### src/rtl/adc_sample_scheduler_pkg.sv
// Shared types and constants for the ADC sample scheduler and its output FIFO.
package adc_pkg;

  typedef enum logic [1:0] {
    S_IDLE,
    S_ARMED,
    S_TRIGGER,
    S_COLLECT
  } state_t;

  localparam int unsigned MIN_PERIOD = 16;

  typedef struct packed {
    logic [15:0] data;
    logic [2:0]  ch;
    logic [15:0] frame;
  } fifo_word_t;

  function automatic int unsigned clamp_period(input int unsigned p);
    return (p < MIN_PERIOD) ? MIN_PERIOD : p;
  endfunction

endpackage

### src/rtl/adc_sample_scheduler_if.sv
// ADC driver handshake plus downstream sample stream, seen from the scheduler (master).
interface adc_sample_scheduler_if;
  logic        conv_start;
  logic        ch_valid;
  logic [15:0] ch_data;
  logic        out_valid;
  logic        out_ready;
  logic [15:0] out_data;
  logic [2:0]  out_ch;
  logic [15:0] out_frame;

  modport master (
    output conv_start, out_valid, out_data, out_ch, out_frame,
    input  ch_valid, ch_data, out_ready
  );

  modport slave (
    input  conv_start, out_valid, out_data, out_ch, out_frame,
    output ch_valid, ch_data, out_ready
  );
endinterface

### src/rtl/adc_sample_scheduler_fifo.sv
// Synchronous sample FIFO; head word is read combinationally so a push is visible next cycle.
module sample_fifo
  import adc_pkg::*;
#(
  parameter int DEPTH = 16
) (
  input  logic                       clk,
  input  logic                       rst,
  input  logic                       i_push,
  input  fifo_word_t                 i_wdata,
  input  logic                       i_pop,
  output fifo_word_t                 o_rdata,
  output logic                       o_full,
  output logic                       o_empty,
  output logic [$clog2(DEPTH):0]     o_free
);
  localparam int AW = $clog2(DEPTH);
  localparam int CW = AW + 1;

  fifo_word_t    r_mem [DEPTH];
  logic [AW-1:0] r_wptr;
  logic [AW-1:0] r_rptr;
  logic [CW-1:0] r_count;
  logic          w_push;
  logic          w_pop;

  // A push into a full FIFO is accepted when a pop frees the slot in the same cycle.
  assign w_pop   = i_pop & ~o_empty;
  assign w_push  = i_push & (~o_full | w_pop);
  assign o_empty = (r_count == '0);
  assign o_full  = (r_count == CW'(DEPTH));
  assign o_free  = CW'(DEPTH) - r_count;
  assign o_rdata = r_mem[r_rptr];

  always_ff @(posedge clk) begin
    if (rst) begin
      r_wptr  <= '0;
      r_rptr  <= '0;
      r_count <= '0;
    end else begin
      if (w_push) r_wptr <= r_wptr + AW'(1);
      if (w_pop)  r_rptr <= r_rptr + AW'(1);
      case ({w_push, w_pop})
        2'b10:   r_count <= r_count + CW'(1);
        2'b01:   r_count <= r_count - CW'(1);
        default: r_count <= r_count;
      endcase
    end
  end

  always_ff @(posedge clk) begin
    if (w_push) r_mem[r_wptr] <= i_wdata;
  end

endmodule

### src/rtl/adc_sample_scheduler.sv
// Periodic ADC frame scheduler: triggers conversions, tags channel words, buffers them downstream.
//   state     | meaning
//   S_IDLE    | sampling disabled, waiting for enable
//   S_ARMED   | period counter running, waiting for tick
//   S_TRIGGER | single cycle with conv_start high
//   S_COLLECT | capturing NUM_CH channel words from the driver
module adc_sample_scheduler
  import adc_pkg::*;
#(
  parameter int NUM_CH     = 8,
  parameter int PERIOD_W   = 16,
  parameter int FIFO_DEPTH = 16
) (
  input  logic                clk,
  input  logic                rst,
  input  logic                enable,
  input  logic [PERIOD_W-1:0] period,
  adc_sample_scheduler_if.master bus,
  output logic                overrun,
  output logic [15:0]         drop_cnt
);
  localparam int CW = $clog2(FIFO_DEPTH) + 1;

  state_t              r_state;
  logic [PERIOD_W-1:0] r_per_cnt;
  logic [2:0]          r_ch_idx;
  logic [15:0]         r_frame_cnt;
  logic                r_conv_start;
  logic                r_overrun;
  logic [15:0]         r_drop_cnt;

  logic                w_tick;
  logic                w_can_start;
  logic                w_drop;
  logic                w_take;
  logic                w_push;
  logic                w_pop;
  logic                w_full;
  logic                w_empty;
  logic                w_last;
  logic [CW-1:0]       w_free;
  logic [PERIOD_W-1:0] w_reload;
  fifo_word_t          w_wdata;
  fifo_word_t          w_rdata;

  assign w_reload    = PERIOD_W'(clamp_period(32'(period)) - 32'd1);
  assign w_tick      = (r_state != S_IDLE) && (r_per_cnt == '0);
  assign w_can_start = (w_free >= CW'(NUM_CH));
  assign w_take      = (r_state == S_COLLECT) && bus.ch_valid;
  assign w_pop       = ~w_empty & bus.out_ready;
  assign w_push      = w_take & (~w_full | w_pop);
  assign w_last      = (r_ch_idx == 3'(NUM_CH - 1));
  assign w_wdata     = '{data: bus.ch_data, ch: r_ch_idx, frame: r_frame_cnt};

  // A tick is lost when the FIFO cannot hold a whole frame or a frame is still in flight.
  assign w_drop = w_tick && (((r_state == S_ARMED) && enable && !w_can_start) ||
                             (r_state == S_TRIGGER) || (r_state == S_COLLECT));

  sample_fifo #(.DEPTH(FIFO_DEPTH)) u_fifo (
    .clk     (clk),
    .rst     (rst),
    .i_push  (w_push),
    .i_wdata (w_wdata),
    .i_pop   (w_pop),
    .o_rdata (w_rdata),
    .o_full  (w_full),
    .o_empty (w_empty),
    .o_free  (w_free)
  );

  always_ff @(posedge clk) begin
    if (rst) begin
      r_state      <= S_IDLE;
      r_per_cnt    <= '0;
      r_ch_idx     <= '0;
      r_frame_cnt  <= '0;
      r_conv_start <= 1'b0;
      r_overrun    <= 1'b0;
      r_drop_cnt   <= '0;
    end else begin
      r_conv_start <= 1'b0;
      if (r_state != S_IDLE) r_per_cnt <= w_tick ? w_reload : r_per_cnt - PERIOD_W'(1);
      if (w_drop) begin
        r_overrun <= 1'b1;
        if (r_drop_cnt != 16'hFFFF) r_drop_cnt <= r_drop_cnt + 16'd1;
      end
      case (r_state)
        S_IDLE: begin
          if (enable) begin
            r_per_cnt <= w_reload;
            r_state   <= S_ARMED;
          end
        end
        S_ARMED: begin
          if (!enable) begin
            r_state <= S_IDLE;
          end else if (w_tick && w_can_start) begin
            r_state      <= S_TRIGGER;
            r_conv_start <= 1'b1;
          end
        end
        S_TRIGGER: r_state <= S_COLLECT;
        S_COLLECT: begin
          if (w_take) begin
            if (w_last) begin
              r_ch_idx    <= '0;
              r_frame_cnt <= r_frame_cnt + 16'd1;
              r_state     <= enable ? S_ARMED : S_IDLE;
            end else begin
              r_ch_idx <= r_ch_idx + 3'd1;
            end
          end
        end
        default: r_state <= S_IDLE;
      endcase
    end
  end

  assign bus.conv_start = r_conv_start;
  assign bus.out_valid  = ~w_empty;
  assign bus.out_data   = w_rdata.data;
  assign bus.out_ch     = w_rdata.ch;
  assign bus.out_frame  = w_rdata.frame;
  assign overrun        = r_overrun;
  assign drop_cnt       = r_drop_cnt;

endmodule
### src/flat_wrapper.sv
// flat-port wrapper written by rule: the top's interface ports become plain ports
module adc_sample_scheduler_flat import adc_pkg::*;
#(
  parameter int NUM_CH     = 8,
  parameter int PERIOD_W   = 16,
  parameter int FIFO_DEPTH = 16
)
  (clk, rst, enable, period, overrun, drop_cnt, bus_conv_start, bus_out_valid, bus_out_data, bus_out_ch, bus_out_frame, bus_ch_valid, bus_ch_data, bus_out_ready);
  adc_sample_scheduler_if bus_i ();
  input  logic clk;
  input  logic rst;
  input  logic enable;
  input  logic [PERIOD_W-1:0] period;
  output logic overrun;
  output logic [15:0] drop_cnt;
  output wire logic [$bits(bus_i.conv_start)-1:0] bus_conv_start;
  output wire logic [$bits(bus_i.out_valid)-1:0] bus_out_valid;
  output wire logic [$bits(bus_i.out_data)-1:0] bus_out_data;
  output wire logic [$bits(bus_i.out_ch)-1:0] bus_out_ch;
  output wire logic [$bits(bus_i.out_frame)-1:0] bus_out_frame;
  input wire logic [$bits(bus_i.ch_valid)-1:0] bus_ch_valid;
  input wire logic [$bits(bus_i.ch_data)-1:0] bus_ch_data;
  input wire logic [$bits(bus_i.out_ready)-1:0] bus_out_ready;
  assign bus_conv_start = bus_i.conv_start;
  assign bus_out_valid = bus_i.out_valid;
  assign bus_out_data = bus_i.out_data;
  assign bus_out_ch = bus_i.out_ch;
  assign bus_out_frame = bus_i.out_frame;
  assign bus_i.ch_valid = bus_ch_valid;
  assign bus_i.ch_data = bus_ch_data;
  assign bus_i.out_ready = bus_out_ready;
  adc_sample_scheduler #(.NUM_CH(NUM_CH), .PERIOD_W(PERIOD_W), .FIFO_DEPTH(FIFO_DEPTH)) u_core (.clk(clk), .rst(rst), .enable(enable), .period(period), .bus(bus_i), .overrun(overrun), .drop_cnt(drop_cnt));
endmodule
### config.mk
export PLATFORM = sky130hd
export DESIGN_NAME = adc_sample_scheduler_flat
export DESIGN_NICKNAME = d
export VERILOG_FILES = /design/src/rtl/adc_sample_scheduler_pkg.sv /design/src/rtl/adc_sample_scheduler_if.sv /design/src/rtl/adc_sample_scheduler_fifo.sv /design/src/rtl/adc_sample_scheduler.sv /design/src/flat_wrapper.sv
export SDC_FILE = /design/constraint.sdc
export NUM_CORES = 1
export LEC_CHECK = 0
export ABC_AREA = 1
export CORE_MARGIN = 2
export CORE_UTILIZATION = 25
export DETAILED_ROUTE_END_ITERATION = 6
export REMOVE_ABC_BUFFERS = 1
export SLEW_MARGIN = 20
export SYNTH_ARGS = -nofsm -noshare
export SYNTH_HDL_FRONTEND = slang
export SYNTH_SLANG_ARGS = --single-unit
### constraint.sdc
create_clock -name clk -period 3.6 [get_ports clk]
set_clock_uncertainty 0.15 [all_clocks]
set_input_delay 0.36 -clock clk [delete_from_list [all_inputs] [get_ports clk]]
set_output_delay 0.36 -clock clk [all_outputs]
set_load 0.005 [all_outputs]
==> results by group, run 1 <==
Yosys
  – Synth top area share: 63.3%
  – Synth warn: 0
  – Netlist cell types: 53
  – FFs w/ async S/R, synth: 0%
  – Synthesized flop and latch total: 632
  – Synth Area per Inst: 12.6 µm²
  – Mapped Cells: 2,107
  – Post-Syn Area: 26,600 µm²
  – Area leader, netlist: edfxtp_1
  – Most common cell in the netlist: edfxtp_1
  – Register area share after synthesis: 68.8%
  – Top cells by area, synth: edfxtp_1, dfxtp_1, mux2i_1
  – EDFF count, synth: 560
  – Most used DFF post-synth: edfxtp_1
  – Commonest cells post-synth: edfxtp_1, inv_1, a21oi_1, o21ai_0, nand2_1

GRT
  – GRT busiest layer: met2
  – Remaining Overflow, GRT: 0
  – Initial antenna violation count: 1
  – Gr usage total: 11.5%
  – Met2 GRT Util: between 15 and 20%
  – Vias in the first global route: approximately 16,000
  – M1 GR Usage: 16.4%
  – First-pass GRT wire length: 96.0 mm
  – Pin count of the biggest net entering global routing: just over 90
  – Met3 Usage GRT: 2.02%

Clock tree
  – CTS sink count: about 630
  – Hold buffer count at cts: 0
  – CTS buffer count: between 60 and 70
  – Post-CTS Setup Inserts: 0
  – CTS H-Tree Depth: 3
  – CTS tree: built
  – Worst skew pair latency: 0.60 ns
  – Worst-path clk slew: 0.06 ns
  – Buffer depth of the longest clock path: 3
  – Clk root buf: clkbuf_16

Worst hold path
  – Hold Path Depth: 3
  – Worst Hold Class: in -> reg
  – Hold path endpoint: u_core.drop_cnt[0]
  – Worst Hold Launch: rst

Finish
  – Layout cell share with drive strength beyond 1: 9.78%
  – Register area: 18,300 µm²
  – Area growth syn-to-layout: 19.0%
  – Nets@finish: approximately 2,300
  – Fin cells: ~3,700
  – Area of the multi-input gates: 7030 µm²
  – Antenna Cells: 0
  – Fillers: 10,500

Worst setup path
  – R2R cell count: 17
  – Worst Setup Path Type: reg -> out
  – Critical Path Sink Type: primary output
  – Reg2reg end: u_core.u_fifo.r_count[4]
  – Reg2reg setup slack: approximately 0.52 ns
  – Worst R2R Start: u_core.u_fifo.r_count[1]
  – CP Launch Type: flop
  – Worst path cell trace: buf_4 -> mux2i_1 -> o211ai_1 -> nand3_1 -> nand2_1 -> clkdlybuf4s50_1
  – Crit-path max cell delay: roughly 0.65 ns
  – Critical Path RT: between 3 and 4 ns
  – Maximum fanout along the worst path: 31
  – Slowest-stage cell, CP: dfxtp_4
  – Arrival time at the worst endpoint: 2.88 ns

Detailed routing
  – Vias per cell: 4.50
  – Antenna violation net count after detailed routing: 0
  – Drt wl/cell: 17.3 µm
  – Iter 0 DRT Violations: around 1,400
  – Pre-Repair DR Iteration Count: 7
  – Total wire length: 63.1 mm
  – Post-route DRC: 0
  – Detailed-route via count: 16,400

Floorplan
  – Die width: 330 µm
  – Die ar.: ~110,000 µm²
  – IO Count: 91
  – Core area: 105,000 µm²
  – Initial cell density of the core: 25.2%
  – # rows: 119
  – Die Ht: about 330 µm

Placed design
  – Pre-CTS setup slack: 0.465 ns
  – Port Buffer Count: 90
  – Detailed Place HPWL: 35.3 mm
  – DP Cell Count: roughly 3,500
  – Gpl congestion: 0.804

STA
  – Tmin final: 3.39 ns
  – Setup violations, final: 0
  – RSZ-0062 raised after global routing: no
  – Final hold viol count: 0
  – Final period util: 94.1%
  – Fin. max-slew vios: 0
  – Fmax: 295 MHz
  – Final worst setup slack: 0.214 ns
  – Slew at the pin closest to its max-slew limit: between 0.8 and 0.9 ns
  – Slew HR: 44.6%

Power and ir drop
  – P per Cell Area: 633 nW/µm²
  – Lkg Pwr: 10.7 nW
  – Max VDD drop: between 0.3 and 0.4 mV

Job
  – Max Cap Viol: 0

Run status
  – Status: complete, no violations
[timing repair]
action	4_1_cts	5_1_grt
resized for setup	0	3
setup endpoints to repair	0	6
endpoints found under the hold margin	0	0
[kinds of logic (layout without fill, tap and decap cells)]
family | after synthesis | count (layout) | share of synthesized area [%]
adder cells (fa/ha/maj) | 18 | 18 | 0.876
AND/OR/NAND/NOR | 403 | 403 | 7.13
multiplexers | 140 | 140 | 5.28
flip-flops | 632 | 632 | 68.8
AO/OA/AOI/OAI | 551 | 551 | 11.9
XOR/XNOR | 25 | 25 | 0.825
buffers and inverters | 338 | 491 | 5.20
[sequential cells by signal, indices dropped and copies added, names as in the netlist, named ones only]
name,cells
u_core.r_ch_idx,3
u_core.bus.conv_start,1
u_core.drop_cnt,16
u_core.r_state,1
u_core.r_frame_cnt,16
u_core.u_fifo.r_wptr,4
u_core.u_fifo.r_mem,560
u_core.u_fifo.r_count,5
u_core.u_fifo.r_rptr,4
u_core.overrun,1
u_core.r_per_cnt,16
[where the power goes]
part	internal [mW]	leakage [nW]	switching (mW)	total, mW
sequential	7.99	5.99	0.122	8.11
clock	3.87	1.04	2.89	6.76
combinational	2.14	3.64	3.00	5.15
[layer usage]
| layer | vias up | part of all wire [%] |
|---|---|---|
| met5 | - | 0 |
| met4 | 0 | 1.7 |
| met3 | 86 | 5.4 |
| met2 | 401 | 46 |
| met1 | 8041 | 47 |
| li1 | 7884 | - |
[metrics by stage]
| step | cell area (µm²) | hold WS, ns | TNS [ns] | total power, mW | utilization [%] |
|---|---|---|---|---|---|
| finish | 31600 | 0.167 | 0 | 20.0 | 30.0 |
| CTS | 31600 | 0.136 | 0 | 20.3 | 30.0 |
| global route | 31600 | 0.170 | 0 | 21.1 | 30.0 |
| floorplan | 26000 | 0.279 | -236.32 | 11.0 | - |
| global placement | 29400 | 0.320 | 0 | 13.5 | 28.0 |
| detailed placement | 29400 | 0.315 | 0 | 13.5 | 28.0 |
[worst max-delay path: cells and delay by family, from the launching register on]
family | cells | cell delay [ns]
buf+inv | 2 | 0.96
flops | 1 | 0.65
mux | 1 | 0.13
simple gates | 2 | 0.24
compound gates | 1 | 0.26
[layout by cell type (no fill, tap or decap), types with 3 or more instances in the layout]
master / instances
inv_1: 216
nor3_1: 19
o21ai_1: 7
clkbuf_1: 11
dfxtp_4: 3
nand2_2: 6
a31oi_1: 4
buf_4: 33
mux2i_1: 140
dfxtp_1: 68
nand3_1: 79
nor4_1: 3
clkinvlp_4: 4
o211ai_1: 142
a21oi_1: 192
o22ai_1: 3
xor2_1: 14
bufinv_16: 5
nor2_4: 22
buf_12: 17
and3_1: 3
nor2_2: 9
clkdlybuf4s50_1: 89
nor2_1: 73
nand3_2: 3
nand2_1: 161
xnor2_1: 11
o21ai_0: 188
clkbuf_16: 67
nand4_1: 12
clkinv_2: 12
ha_1: 17
edfxtp_1: 560
inv_2: 12
clkinv_1: 10
o21a_1: 4
[layout make-up]
cell class | instances | area share [%]
inverters | 230 | 2.76
flip-flops and latches | 632 | 57.8
repair buffers | 143 | 4.85
clock buffers | 80 | 5.52
well taps | 1391 | 5.51
multi-input cells | 1137 | 22.3
clock inverters | 38 | 1.29
[worst max path at each step]
stage | end | slack [ns] | cells past startpoint
after global placement | u_core.u_fifo.r_count[4] | 0.46 | 13
after CTS | bus_out_data[8] | 0.11 | 6
final | bus_out_ch[1] | 0.21 | 6
after global routing | bus_out_data[15] | 0.007 | 6
after floorplan | bus_out_data[11] | -6.79 | 4
after detailed placement | u_core.u_fifo.r_count[4] | 0.47 | 13
No activity file was read; power rests on OpenSTA's default activity.
==> run 2: changes to the inputs <==
- CORE_MARGIN: 2 -> 5
==> run 2 against run 1 <==
  * First-iteration DRC count down 15%
  * Hold slack improved by 0.0058 ns
  * Utilization about the same
  * Combinational power barely moved
  * Critical endpoint is now bus_out_data[11]
==> results by group, run 2 (synthesis gave the netlist of run 1 again) <==
Worst setup path
  – Maximum fanout along the worst path: 35 (was 31)
  – CP bufs+invs: 3 (was 2)
  – Critical Path Sink Type: primary output (unchanged)
  – Worst path cell trace: buf_12 -> buf_4 -> a21oi_1 -> o21ai_0 -> o21ai_0 -> o211ai_1 -> nand2_1 -> clkdlybuf4s50_1 (was buf_4 -> mux2i_1 -> o211ai_1 -> nand3_1 -> nand2_1 -> clkdlybuf4s50_1)
  – Crit-path max cell delay: 0.60 ns (was 0.65 ns)
  – CP most frequent cell: o21ai_0
  – Critical Path RT: 3.09 ns (about the same)
  – Crit path max-delay family: buffers and inverters (unchanged)
  – Arrival time at the worst endpoint: 2.88 ns (about the same)
  – R2R cell count: 17 (unchanged)
  – CP Launch Type: flop (unchanged)
  – Worst Setup Path Type: reg -> out (unchanged)
  – Reg2reg setup slack: 0.52 ns (about the same)
  – Slowest-stage cell, CP: dfxtp_4 (unchanged)
  – Worst R2R Start: u_core.u_fifo.r_count[1] (unchanged)
  – WP depth: 8 (was 6)
  – Reg2reg end: u_core.u_fifo.r_count[4] (unchanged)

STA
  – Fmax: 295 MHz (about the same)
  – RSZ-0062 raised after global routing: no (unchanged)
  – Final worst setup slack: 0.214 ns (about the same)
  – Final hold viol count: 0 (unchanged)
  – Slew at the pin closest to its max-slew limit: 0.996 ns (was 0.830 ns)
  – Slew HR: 33.5% (was 44.6%)
  – Final period util: 94.1% (about the same)
  – Setup violations, final: 0 (unchanged)
  – Tmin final: 3.39 ns (about the same)
  – Fin. max-slew vios: 0 (unchanged)

Placed design
  – Cell Area, Placed: 29,500 µm² (was 29,400 µm²)
  – Detailed Place HPWL: 35.1 mm (was 35.3 mm)
  – Gpl congestion: 0.787 (was 0.804)
  – Port Buffer Count: 90 (unchanged)
  – Pre-CTS setup slack: 0.460 ns (was 0.465 ns)

Clock tree
  – CTS sink count: 632 (unchanged)
  – Hold buffer count at cts: 0 (unchanged)
  – CTS H-Tree Depth: 3 (unchanged)
  – Worst-path clk slew: 0.06 ns (about the same)
  – Worst skew pair latency: 0.61 ns (was 0.60 ns)
  – CTS tree: built (unchanged)
  – Buffer depth of the longest clock path: 3 (unchanged)
  – Clk root buf: clkbuf_16 (unchanged)
  – CTS buffer count: 67 (was 66)

GRT
  – Initial antenna violation count: 1 (unchanged)
  – Vias in the first global route: 15,900 (about the same)
  – Gr usage total: 10.9% (was 11.5%)
  – First-pass GRT wire length: 96.1 mm (was 96.0 mm)
  – Remaining Overflow, GRT: 0 (unchanged)
  – Pin count of the biggest net entering global routing: 121 (was 93)

Detailed routing
  – Vias per cell: 4.48 (was 4.50)
  – Drt wl/cell: 17.1 µm (was 17.3 µm)
  – Post-route DRC: 0 (unchanged)
  – Iter 0 DRT Violations: 1,179 (was 1,394)
  – Antenna violation net count after detailed routing: 0 (unchanged)
  – Detailed-route via count: 16,400 (about the same)
  – Pre-Repair DR Iteration Count: 5 (was 7)
  – Total wire length: 62.6 mm (was 63.1 mm)

Floorplan
  – Die ar.: 113,000 µm² (was 109,000 µm²)
  – Core area: 105,000 µm² (about the same)
  – Initial cell density of the core: 25.2% (about the same)
  – Die width: 336 µm (was 330 µm)
  – # rows: 119 (unchanged)
  – IO Count: 91 (unchanged)
  – Die Ht: 336 µm (was 330 µm)

Finish
  – Nets@finish: 2,270 (was 2,265)
  – Most frequent cells in the layout: edfxtp_1, inv_1, a21oi_1 (unchanged)
  – Max reg flops: 560 (unchanged)
  – Antenna Cells: 0 (unchanged)
  – Layout cell share with drive strength beyond 1: 10.1% (was 9.78%)
  – Final cell utilization of the core: 30.0% (about the same)
  – Commonest non-fill, non-tap cell in the layout: edfxtp_1 (unchanged)
  – Area growth syn-to-layout: 19.2% (was 19.0%)
  – Cell area after layout: 31,700 µm² (was 31,600 µm²)
  – Top reg by flops: u_core.u_fifo.r_mem (unchanged)

Worst hold path
  – Worst Hold Launch: rst (unchanged)
  – Worst Hold Class: in -> reg (unchanged)
  – Hold Path Depth: 3 (unchanged)
  – Hold path endpoint: u_core.drop_cnt[0] (unchanged)

Power and ir drop
  – P per Cell Area: 629 nW/µm² (was 633 nW/µm²)
  – Max VDD drop: 0.457 mV (was 0.318 mV)
  – Final Power: 19.9 mW (was 20.0 mW)
  – Lkg Pwr: 10.7 nW (about the same)

Job
  – Max Cap Viol: 0 (unchanged)

Run status
  – Status: complete, no violations (unchanged)
run 2: cell types whose count changed in the layout (fill, tap and decap cells not counted):
cell	before	now
clkbuf_1	11	9
clkbuf_16	67	69
clkinvlp_4	4	3
clkinv_1	10	8
buf_4	33	34
buf_12	17	21
buf_6	2	1
clkbuf_8	2	7
bufinv_16	5	1
clkinvlp_2	0	1
run 2: how the worst max path moves through the flow:
| stage | start | end | slack [ns] |
|---|---|---|---|
| floorplan | flop | bus_out_data[11] | -6.79 |
| global placement | bus_out_ready | u_core.u_fifo.r_count[4] | 0.40 |
| detailed placement | bus_out_ready | u_core.u_fifo.r_count[4] | 0.46 |
| CTS | flop | bus_out_frame[6] | 0.13 |
| global route | flop | bus_out_data[11] | 0.03 |
| finish | flop | bus_out_data[11] | 0.21 |
run 2: metrics by stage:
stage | setup TNS (ns) | hold slack (ns) | std cells
after floorplan | -236.32 | 0.279 | 1999
after global placement | 0 | 0.324 | 3536
after detailed placement | 0 | 0.321 | 3536
after CTS | 0 | 0.140 | 3653
after global routing | 0 | 0.168 | 3654
final | 0 | 0.173 | 3654
run 2: cell type report:
cell class,count,area [µm²]
clock inverters,32,278
multi-input cells,1137,7030
clock buffers,85,1860
flip-flops and latches,632,18300
fillers,10600,73800
well taps,1391,1740
repair buffers,147,1610
inverters,230,871
run 2: metal layers:
layer  up-vias  wire (µm)  part of all wire (%)  track usage, %
li1       7890          -                     -               -
met1      8006      29200                    47            15.1
met2       380      29200                    47            17.8
met3        92       2990                   4.8            1.98
met4         0       1240                   2.0            2.82
met5         -          0                     0               0
run 2: worst min-delay path, delay by kind of cell:
family                 cells  cell delay, ns
buffers and inverters      2            0.37
and+or+nand+nor            1            0.14
run 2: where the power goes:
part,internal [mW],switching (mW)
Sequential,7.99,0.149
Combinational,2.17,2.97
Clock,3.76,2.87
run 2: timing repair:
item                       CTS  global route
resized for setup            0             1
setup buffers                0             1
setup endpoints to repair    0             1
==> run 3: changes to the inputs <==
- CTS_BUF_LIST: default -> sky130_fd_sc_hd__clkbuf_8
==> run 3 against run 2 <==
  * Total power decreased by 3.4%
  * Routed wire length increased by 1.2%
  * Sequential power about the same
  * Combinational power increased by 1%
  * Hold slack got worse by 0.018 ns
  * Via count increased by 1.6%
  * Design area decreased by 0.42%
  * Cell count increased by 2.1%
  * Worst setup slack got worse by 0.033 ns
  * Critical endpoint is now bus_out_frame[10]
==> results by group, run 3 (synthesis gave the netlist of run 1 again) <==
Power and ir drop
  – Lkg Pwr: 10.8 nW (was 10.7 nW)
  – Max VDD drop: 0.500 mV (was 0.457 mV)
  – Clk pwr share: 30.6% (was 33.3%)
  – P per Cell Area: 610 nW/µm² (was 629 nW/µm²)
  – Sw Share: 31.1% (was 30.1%)
  – Final Power: 19.2 mW (was 19.9 mW)
  – Share of power burned in registers: 42.2% (was 40.9%)
  – Sw power: 5.98 mW (was 5.99 mW)
  – Cell internal pwr: 13.3 mW (was 13.9 mW)
  – Combinational group share of total power: 27.1% (was 25.8%)

GRT
  – Initial antenna violation count: 1 (unchanged)
  – Gr usage total: 11.0% (was 10.9%)
  – Pin count of the biggest net entering global routing: 121 (unchanged)
  – Vias in the first global route: 16,300 (was 15,900)
  – Remaining Overflow, GRT: 0 (unchanged)
  – First-pass GRT wire length: 97.0 mm (was 96.1 mm)

Finish
  – Area growth syn-to-layout: 18.7% (was 19.2%)
  – Most frequent cells in the layout: edfxtp_1, inv_1, a21oi_1 (unchanged)
  – Fin cells: 3,729 (was 3,654)
  – Commonest non-fill, non-tap cell in the layout: edfxtp_1 (unchanged)
  – Nets@finish: 2,310 (was 2,270)
  – Final cell utilization of the core: 29.9% (was 30.0%)
  – Layout cell share with drive strength beyond 1: 11.0% (was 10.1%)
  – Top reg by flops: u_core.u_fifo.r_mem (unchanged)
  – Cell area after layout: 31,500 µm² (was 31,700 µm²)
  – Max reg flops: 560 (unchanged)
  – Antenna Cells: 0 (unchanged)

Floorplan
  – Die Ht: 336 µm (unchanged)
  – Die width: 336 µm (unchanged)
  – Die ar.: 113,000 µm² (unchanged)
  – # rows: 119 (unchanged)
  – Core area: 105,000 µm² (unchanged)
  – IO Count: 91 (unchanged)
  – Initial cell density of the core: 25.2% (unchanged)

STA
  – Slew HR: 33.2% (was 33.5%)
  – Final period util: 95.0% (was 94.1%)
  – Setup TNS: 0 ns (unchanged)
  – Tmin final: 3.42 ns (was 3.39 ns)
  – Final hold viol count: 0 (unchanged)
  – Setup violations, final: 0 (unchanged)
  – Final hold slack: 0.155 ns (was 0.173 ns)
  – Fin. max-slew vios: 0 (unchanged)
  – Slew at the pin closest to its max-slew limit: 1.00 ns (was 0.996 ns)
  – Fmax: 292 MHz (was 295 MHz)
  – Final worst setup slack: 0.180 ns (was 0.214 ns)

Worst hold path
  – Worst Hold Class: in -> reg (unchanged)
  – Hold Path Depth: 3 (unchanged)

Placed design
  – Gpl congestion: 0.787 (unchanged)
  – Pre-CTS setup slack: 0.460 ns (unchanged)
  – Detailed Place HPWL: 35.1 mm (unchanged)
  – Cell Area, Placed: 29,500 µm² (unchanged)
  – DP Cell Count: 3,536 (unchanged)
  – Port Buffer Count: 90 (unchanged)

Worst setup path
  – R2R cell count: 17 (unchanged)
  – Critical Path RT: 3.09 ns (about the same)
  – Worst Setup Path Type: reg -> out (unchanged)
  – Maximum fanout along the worst path: 47 (was 35)
  – Critical Path Sink Type: primary output (unchanged)
  – CP Launch Type: flop (unchanged)
  – Arrival time at the worst endpoint: 2.91 ns (was 2.88 ns)

Clock tree
  – CTS tree: built (unchanged)
  – Buffer depth of the longest clock path: 3 (unchanged)
  – CTS buffer count: 100 (was 67)
  – CTS H-Tree Depth: 3 (unchanged)
  – Worst-path clk slew: 0.06 ns (about the same)
  – Worst skew pair latency: 0.69 ns (was 0.61 ns)
  – CTS sink count: 632 (unchanged)
  – Clk root buf: clkbuf_8 (was clkbuf_16)

Detailed routing
  – Post-route DRC: 0 (unchanged)
  – Iter 0 DRT Violations: 1,203 (was 1,179)
  – Vias per cell: 4.46 (was 4.48)
  – Drt wl/cell: 17.0 µm (was 17.1 µm)
  – Antenna violation net count after detailed routing: 0 (unchanged)
  – Pre-Repair DR Iteration Count: 5 (unchanged)
  – Detailed-route via count: 16,600 (was 16,400)
  – Total wire length: 63.4 mm (was 62.6 mm)

Run status
  – Status: complete, no violations (unchanged)

Job
  – Max Cap Viol: 0 (unchanged)
run 3: changes by cell type in the layout (fill, tap and decap cells not counted), moves of 2 or more:
cell / change
clkbuf_1: -9
clkinv_2: -3
clkinv_1: +18
inv_1: +35
bufinv_16: +4
clkbuf_8: +96
inv_12: +2
clkbuf_16: -69
clkinv_16: -2
clkinvlp_4: -3
buf_4: +5
run 3: critical path: stages (launching register included):
cell	delay [ns]
dfxtp_4	0.52
buf_4	0.59
o211ai_1	0.22
nand3_1	0.13
nand2_1	0.22
clkdlybuf4s50_1	0.54
run 3: what timing repair did:
action,in CTS,in global routing
resized for setup,0,3
hold buffers,1,0
endpoints found under the hold margin,2,0
buffers inserted,0,7
setup endpoints to repair,0,16
run 3: per-layer routing:
layer / global-route usage (%) / share of wire (%) / vias to the layer above
li1: - / - / 7995
met1: 15.1 / 47 / 8129
met2: 18.0 / 46 / 394
met3: 2.07 / 4.7 / 109
met4: 2.98 / 2.0 / 0
met5: 0 / 0 / -
run 3: worst paths after layout:
check	from	end	slack (ns)
max reg2reg	u_core.u_fifo.r_count[1]	u_core.u_fifo.r_count[4]	0.54
min	period[15]	u_core.r_per_cnt[15]	0.15
max	flop	bus_out_frame[10]	0.18
min reg2reg	u_core.overrun	u_core.overrun	0.34
run 3: power groups by stage:
| stage | combinational [mW] | sequential [mW] | clock (mW) |
|---|---|---|---|
| 4_1_cts | 5.21 | 8.16 | 6.10 |
| 2_1_floorplan | 2.40 | 8.57 | 0 |
| 3_5_place_dp | 5.19 | 8.31 | 0 |
| 6_report | 5.21 | 8.13 | 5.90 |
| 3_3_place_gp | 5.17 | 8.30 | 0 |
| 5_1_grt | 5.82 | 8.13 | 6.41 |
run 3: layout make-up:
class | count | area, µm²
fillers | 10700 | 73900
clock inverters | 82 | 518
flip-flops and latches | 632 | 18300
multi-input cells | 1137 | 7030
inverters | 230 | 871
repair buffers | 154 | 1680
clock buffers | 103 | 1420
well taps | 1391 | 1740
